[src/rtl/dmem_arbiter.sv]
// rtl/dmem_arbiter.sv - core/host data memory arbiter with quota-limited alternating priority
module dmem_arbiter #(
    parameter int CORE_QUOTA = 4,
    parameter int HOST_QUOTA = 1
) (
    input  logic        clk,
    input  logic        areset,
    input  logic        core_req,
    input  logic        core_we,
    input  logic [31:0] core_addr,
    input  logic [31:0] core_wdata,
    output logic        core_gnt,
    output logic [31:0] core_rdata,
    output logic        core_stall,
    input  logic        host_req,
    input  logic        host_we,
    input  logic [31:0] host_addr,
    input  logic [31:0] host_wdata,
    output logic        host_gnt,
    output logic [31:0] host_rdata,
    output logic        host_rvalid,
    output logic        mem_we,
    output logic [31:0] mem_addr,
    output logic [31:0] mem_wd,
    input  logic [31:0] mem_rd,
    output logic [15:0] stall_count
);

    localparam logic [3:0] CQ = 4'(CORE_QUOTA);
    localparam logic [3:0] HQ = 4'(HOST_QUOTA);

    logic        prio_q, prio_d;
    logic [3:0]  run_q, run_d;
    logic [31:0] host_rdata_q, host_rdata_d;
    logic        host_rvalid_q, host_rvalid_d;
    logic [15:0] stall_count_q, stall_count_d;

    logic contended;
    logic core_win;
    logic host_win;
    logic [3:0] owner_quota;

    // Grants are suppressed during reset so nothing reaches memory.
    always_comb begin
        contended = core_req & host_req;
        core_win  = ~areset & core_req & (~host_req | ~prio_q);
        host_win  = ~areset & host_req & (~core_req | prio_q);
    end

    always_comb begin
        mem_we   = 1'b0;
        mem_addr = core_addr;
        mem_wd   = core_wdata;
        if (core_win) begin
            mem_we = core_we;
        end else if (host_win) begin
            mem_we   = host_we;
            mem_addr = host_addr;
            mem_wd   = host_wdata;
        end
    end

    assign core_gnt    = core_win;
    assign host_gnt    = host_win;
    assign core_rdata  = mem_rd;
    assign core_stall  = ~areset & core_req & ~core_win;
    assign host_rdata  = host_rdata_q;
    assign host_rvalid = host_rvalid_q;
    assign stall_count = stall_count_q;

    always_comb begin
        owner_quota   = prio_q ? HQ : CQ;
        prio_d        = prio_q;
        run_d         = run_q;
        host_rdata_d  = host_rdata_q;
        host_rvalid_d = 1'b0;
        stall_count_d = stall_count_q;

        // Only contended cycles consume the owner's quota.
        if (contended) begin
            if (run_q + 4'd1 == owner_quota) begin
                prio_d = ~prio_q;
                run_d  = 4'd0;
            end else begin
                run_d = run_q + 4'd1;
            end
        end

        if (host_win && !host_we) begin
            host_rdata_d  = mem_rd;
            host_rvalid_d = 1'b1;
        end

        if (core_stall && stall_count_q != 16'hFFFF) begin
            stall_count_d = stall_count_q + 16'd1;
        end
    end

    always_ff @(posedge clk) begin
        if (areset) begin
            prio_q        <= 1'b0;
            run_q         <= 4'd0;
            host_rdata_q  <= 32'd0;
            host_rvalid_q <= 1'b0;
            stall_count_q <= 16'd0;
        end else begin
            prio_q        <= prio_d;
            run_q         <= run_d;
            host_rdata_q  <= host_rdata_d;
            host_rvalid_q <= host_rvalid_d;
            stall_count_q <= stall_count_d;
        end
    end

endmodule

[config.mk]
export PLATFORM = sky130hd
export DESIGN_NAME = dmem_arbiter
export DESIGN_NICKNAME = d
export VERILOG_FILES = /design/src/rtl/dmem_arbiter.sv
export SDC_FILE = /design/constraint.sdc
export NUM_CORES = 1
export LEC_CHECK = 0
export ABC_AREA = 1
export ABC_CLOCK_PERIOD_IN_PS = 2200
export BUFFER_PORTS_ARGS = -buffer_cell sky130_fd_sc_hd__clkbuf_2
export CORE_AREA = 4 4 120 122
export DETAILED_ROUTE_END_ITERATION = 8
export DIE_AREA = 0 0 124 126
export PLACE_DENSITY = 0.64
export REMOVE_ABC_BUFFERS = 1
export SLEW_MARGIN = 20
export SYNTH_ARGS = -nofsm -noshare
export SYNTH_HDL_FRONTEND = slang
export SYNTH_SLANG_ARGS = --single-unit
[constraint.sdc]
create_clock -name clk -period 2.2 [get_ports clk]
set_input_delay 0.33 -clock clk [delete_from_list [all_inputs] [get_ports clk]]
set_output_delay 0.33 -clock clk [all_outputs]
set_load 0.02 [all_outputs]
==> qor.yml, run 1 <==
min_to: "host_rdata[4]"
powerDensity_mw_per_mm2: 529.9
cap_viol_max_count: 0
root_buffer: "clkbuf_16"
areaGrowthSynthToFinish_pct: 49.87
power.leakage_nw: 2.864
initial_core_util_pct: 25.51
drt_iter0_markers: 215
grt_antenna_before_repair: 0
grt_pass1_wl_um: 20830
max_slew.worst_pin.slew_ns: 0.5266
clockPowerShare_pct: 34.8
vias: 4336
yosys_register_bits: 54
yosysTopAreaCell: "nand2_1"
cts_tree: "built"
run_status: "completed"
cp.required_ns: 1.87
setup_viol: 0
crit_type: "flip-flop to primary output"
final_nets: 1006
fin_area_mm2: 0.005042
drc: 0
r2r_slack_ns: 0.34
drive_gt1_share_pct: 40.76
final_cell_mix: "318 x nand2_1, 314 x clkbuf_2, 54 x dfxtp_1, 46 x a21oi_1, 26 x nor2_1"
synth_area_mm2: 0.003364
ctsResizeCount: 0
whs_ns: 0.2679
fmax_ghz: 0.4916
critPathLaunchType: "flip-flop"
totalWireLength_um: 14680
grt_setup_unrepaired: "no"
grt_use_total_pct: 17.25
routedWlPerCell_um: 14.46
fp.dieW_um: 124
arrival_ns: 1.70
ioPinCount: 315
overflow: 0
r2r_cells: 7
finalHoldViolCount: 0
worstHoldStart: "mem_rd[4]"
cts_sinks: 54
cts_buffers: 5
endpoint_kind: "primary output"
final_common_cell: "nand2_1"
min-delay-path-class: "input port to flip-flop"
path_max_fanout: 35
post_dp_cell_area_mm2: 0.004865
timing.final.crit_share_pct: 92.47
peakVddDrop_uv: 371.0
synthCells: 568
synth.yosys.seq_area_share_pct: 32.13
grt_max_degree: 43
cts_setup_buffers: 0
yosysTopAreaCellShare_pct: 35.48
p_sw_share_pct: 32.25
place_hpwl_um: 12400
core_area_mm2: 0.01319
r2r-end: "host_rdata[16]"
grt_pass1_vias: 3937
diodes: 0
period_needed_ns: 2.034
avgSynthCellArea_um2: 5.923
avgViaCountPerCell: 4.272
stdcell_count: 1015
tns_ns: 0
gp_congestion: 0.8687
dieArea_mm2: 0.01562
fillCellCount: 1482
internal-power_w: 0.001810
cts_buffer_depth: 2
p_seq_share_pct: 37.7
skew_ns: 0.008363
relSlewSlack_pct: 64.85
antenna_left: 0
io_buffers: 314
combPwrFrac_pct: 27.5
yosys_warnings: 0
p_switching_w: 0.0008615
clk_pin_slew_worst_paths_ns: 0.08
fp.dieH_um: 126
ys_types: 24
holdBufCountCts: 0
clock_latency_ns: 0.30
dp.cells: 1007
synth_area_leaders: "nand2_1 35%, dfxtp_1 32%, buf_4 7.8%, a21oi_1 6.8%, nor2_1 2.9%"
timing_max_transition_violations_final: 0
rows: 42
htreeDepth: 2
reg2reg_from: "prio_q"
holdPathStages: 3
dr.pass1.iters: 4
-- cells by family (layout without fill, tap and decap cells) --
family | Yosys count | in the layout | synth area share (%)
flip-flops | 54 | 54 | 32.13
AO/OA/AOI/OAI | 54 | 54 | 8.330
adder cells (fa/ha/maj) | 2 | 2 | 0.7437
XOR/XNOR | 7 | 7 | 1.822
buffers and inverters | 82 | 353 | 13.98
AND/OR/NAND/NOR | 369 | 369 | 42.99
-- flip-flops by register name, indices dropped and copies added (netlist names) --
register,cells
stall_count,16
run_q,4
prio_q,1
host_rdata,32
host_rvalid,1
-- routing by layer --
| layer | vias up | share of wire, % | wire length (um) | global-route usage [%] |
|---|---|---|---|---|
| met5 | - | 0 | 0 | 0 |
| met4 | 0 | 2.9 | 420 | 5.863 |
| met3 | 13 | 11 | 1614 | 4.709 |
| met2 | 212 | 48 | 7043 | 30.77 |
| met1 | 1853 | 38 | 5601 | 19.54 |
| li1 | 2258 | - | - | - |
-- through the flow --
stage	worst slack [ns]	util (%)	total power [W]
2_1_floorplan	-2.185	-	0.001337
3_5_place_dp	0.2608	36.88	0.001773
5_1_grt	0.05138	38.23	0.002810
6_report	0.1657	38.23	0.002672
3_3_place_gp	0.3154	36.88	0.001773
4_1_cts	0.06748	38.20	0.002709
-- cell usage after synthesis (all sizes together) --
library cell,n
a21oi,47
nand2,321
buf,50
nand3,10
nor3,2
nand4,4
inv,23
nor2,29
ha,2
o211ai,1
xnor2,2
clkbuf,9
nand3b,3
xor2,5
o21ai,6
dfxtp,54
-- worst max path at each step --
stage,cells past startpoint,to,slack [ns],start
after floorplan,5,mem_we,-2.18,core_req
after global placement,8,host_rdata[8],0.32,host_req
after detailed placement,8,host_rdata[15],0.26,host_req
after CTS,6,mem_addr[6],0.07,prio_q
after global routing,6,mem_addr[6],0.05,prio_q
final,7,mem_addr[8],0.17,prio_q
-- cell type report --
class                   instances  area [um2]  area share, %
multi-input cells             432        1821          36.10
clock buffers                   5       125.1          2.481
flip-flops and latches         54        1081          21.44
repair buffers                322        1660          32.93
clock inverters                 3       48.80         0.9677
well taps                     176       220.2          4.367
inverters                      23       86.33          1.712
-- power by group through the flow --
stage	registers, W	logic (W)	clock network [W]
6_report	0.00101	0.000734	0.000929
5_1_grt	0.00101	0.000802	0.000998
4_1_cts	0.00101	0.000745	0.000956
3_5_place_dp	0.00103	0.000742	0
3_3_place_gp	0.00103	0.000742	0
2_1_floorplan	0.00105	0.000290	0
-- critical path, stage by stage (launching register included) --
cell	delay, ns
dfxtp_1	0.39
nand2_2	0.12
a21oi_4	0.23
inv_2	0.15
buf_12	0.20
nand2_1	0.08
nand2_1	0.06
clkbuf_2	0.18
(Power assumes the default switching activity.)
==> inputs of run 2 (changes only) <==
- ABC_CLOCK_PERIOD_IN_PS: 2200 -> 1800
- CORE_AREA: 4 4 120 122 -> 4 4 119 121
- CTS_BUF_LIST: unset -> sky130_fd_sc_hd__clkbuf_2
- DIE_AREA: 0 0 124 126 -> 0 0 123 125
- PLACE_DENSITY: 0.64 -> 0.67
- clock period: 2.2 -> 1.8 ns (I/O delays scaled with it)
==> qor.yml, run 2 (synthesis gave the netlist of run 1 again) <==
run_status: "finished with violations"  # was completed
violations: "negative setup slack"
powerDensity_mw_per_mm2: 498.0  # was 529.9 mW/mm2
ioPinCount: 315  # unchanged
drt_iter0_markers: 193  # was 215
htreeDepth: 2  # unchanged
root_buffer: "clkbuf_2"  # was clkbuf_16
reg2reg_from: "stall_count[1]"  # was prio_q
max_slew.worst_pin.slew_ns: 0.3168  # was 0.5266 ns
timing_max_transition_violations_final: 0  # unchanged
worst-path-stages: 7  # unchanged
largest_reg_flops: 32  # unchanged
vias: 4579  # was 4,336
totalWireLength_um: 14390  # was 14,680 um
final_common_cell: "nand2_1"  # unchanged
grt_antenna_before_repair: 1  # was 0
critical-path-max-stage-delay_ns: 0.43  # was 0.39 ns
io_buffers: 314  # unchanged
fin_ws_ns: -0.2462  # was 0.1657 ns
min-delay-path-class: "input port to flip-flop"  # unchanged
rows: 42  # unchanged
dp.cells: 1019  # was 1,007
gp_congestion: 0.8397  # was 0.8687
peakVddDrop_uv: 277.9  # was 371.0 uV
finalHoldViolCount: 0  # unchanged
fillCellCount: 1263  # was 1,482
fin_util_pct: 46.60  # was 38.23%
overflow: 0  # unchanged
r2r-end: "stall_count[14]"  # was host_rdata[16]
dr.pass1.iters: 7  # was 4
cts_buffer_depth: 2  # unchanged
drive_gt1_share_pct: 44.29  # was 40.76%
grt_pass1_wl_um: 20310  # was 20,830 um
clk_pin_slew_worst_paths_ns: 0.29  # was 0.08 ns
critPathLaunchType: "flip-flop"  # unchanged
period_needed_ns: 2.046
path_cells: "nand2_4 > a21oi_4 > buf_12 > buf_12 > nand2_1 > nand2_1 > clkbuf_8"  # was nand2_2 > a21oi_4 > inv_2 > buf_12 > nand2_1 > nand2_1 > clkbuf_2
crit_slowest_cell: "dfxtp_2"  # was dfxtp_1
timing.final.crit_share_pct: 113.7
avgViaCountPerCell: 4.312  # was 4.272
grt_pass1_vias: 4217  # was 3,937
areaGrowthSynthToFinish_pct: 81.22  # was 49.87%
startpoint: "prio_q"  # unchanged
r2r_cells: 9  # was 7
cts_sinks: 54  # unchanged
cp.buffers_inverters: 3  # unchanged
core_area_mm2: 0.01309  # was 0.01319 mm2
cts_buffers: 5  # unchanged
grt_setup_unrepaired: "yes"  # was no
final_nets: 1052  # was 1,006
power.total_w: 0.003036  # was 0.002672 W
stdcell_count: 1062  # was 1,015
cap_viol_max_count: 0  # unchanged
setup_viol: 66  # was 0
crit_type: "flip-flop to primary output"  # unchanged
place_ws_ns: 0.1421  # was 0.2608 ns
skew_ns: 0.01690  # was 0.008363 ns
relSlewSlack_pct: 78.88  # was 64.85%
drc: 0  # unchanged
cp.required_ns: 1.53  # was 1.87 ns
antenna_left: 0  # unchanged
endpoint_kind: "primary output"  # unchanged
path_max_fanout: 24  # was 35
fp.dieH_um: 125  # was 126 um
routedWlPerCell_um: 13.55  # was 14.46 um
clock_latency_ns: 0.42  # was 0.30 ns
cts_tree: "built"  # unchanged
initial_core_util_pct: 25.71  # was 25.51%
grt_use_total_pct: 16.21  # was 17.25%
setup.worst_path.end: "mem_addr[27]"  # was mem_addr[8]
fp.dieW_um: 123  # was 124 um
fmax_ghz: 0.4887
grt_max_degree: 34  # was 43
power.leakage_nw: 3.276  # was 2.864 nW
r2r_slack_ns: 0.19  # was 0.34 ns
path_delay_family: "buffers and inverters"  # unchanged
dieArea_mm2: 0.01538  # was 0.01562 mm2
final_cell_mix: "297 x nand2_1, 252 x clkbuf_2, 52 x dfxtp_1, 47 x clkbuf_8, 46 x a21oi_1"  # was 318 x nand2_1, 314 x clkbuf_2, 54 x dfxtp_1, 46 x a21oi_1, 26 x nor2_1
arrival_ns: 1.78  # was 1.70 ns
place_hpwl_um: 10300  # was 12,400 um
[run 2: through the flow]
| stage | TNS (ns) | area (um2) | hold slack (ns) |
|---|---|---|---|
| floorplan | -187.29 | 2980 | 0.3391 |
| global placement | 0 | 4967 | 0.4516 |
| detailed placement | 0 | 4967 | 0.4542 |
| CTS | -13.97 | 5852 | 0.0004887 |
| finish | -13.11 | 6097 | 0.05561 |
| global route | -22.13 | 6097 | -0.001918 |
[run 2: cell type report]
| class | count | area, um2 | share of cell area, % |
|---|---|---|---|
| repair buffers | 368 | 2715 | 44.53 |
| multi-input cells | 432 | 1909 | 31.32 |
| flip-flops and latches | 54 | 1084 | 17.77 |
| well taps | 176 | 220.2 | 3.612 |
| inverters | 23 | 98.84 | 1.621 |
| clock inverters | 3 | 42.54 | 0.6977 |
| clock buffers | 5 | 25.02 | 0.4104 |
| diodes | 1 | 2.502 | 0.04104 |
[run 2: worst min path at each step]
stage | startpoint | to | cells past startpoint
after global placement | host_rdata[1] | host_rdata[1] | 2
after global routing | mem_rd[10] | host_rdata[10] | 3
after floorplan | areset | host_rdata[0] | 1
final | mem_rd[14] | host_rdata[14] | 3
after CTS | mem_rd[25] | host_rdata[25] | 3
after detailed placement | host_rdata[24] | host_rdata[24] | 2
[run 2: what timing repair did]
action                     4_1_cts  5_1_grt
pin swaps                        7        5
hold buffers                     9       13
gates cloned                     3        2
setup endpoints to repair       68       72
resized for setup              141       44
hold endpoints to repair         9       13
setup buffers                    6        2
[run 2: worst min-delay path: stages]
cell	delay [ns]
clkbuf_2	0.10
nand2_1	0.07
a21oi_1	0.05
[run 2: metal layers]
metal	track usage [%]	up-vias	share of wire [%]
met2	30.30	222	52
met5	0	-	0
li1	-	2351	-
met4	4.430	0	1.8
met3	4.246	25	9.3
met1	17.77	1981	37
[run 2: power breakdown]
part	switching, W	leakage (nW)	internal [W]
Combinational	0.000602	2.80	0.000559
Clock	0.000399	0.0410	0.000236
Sequential	0.0000155	0.438	0.00122
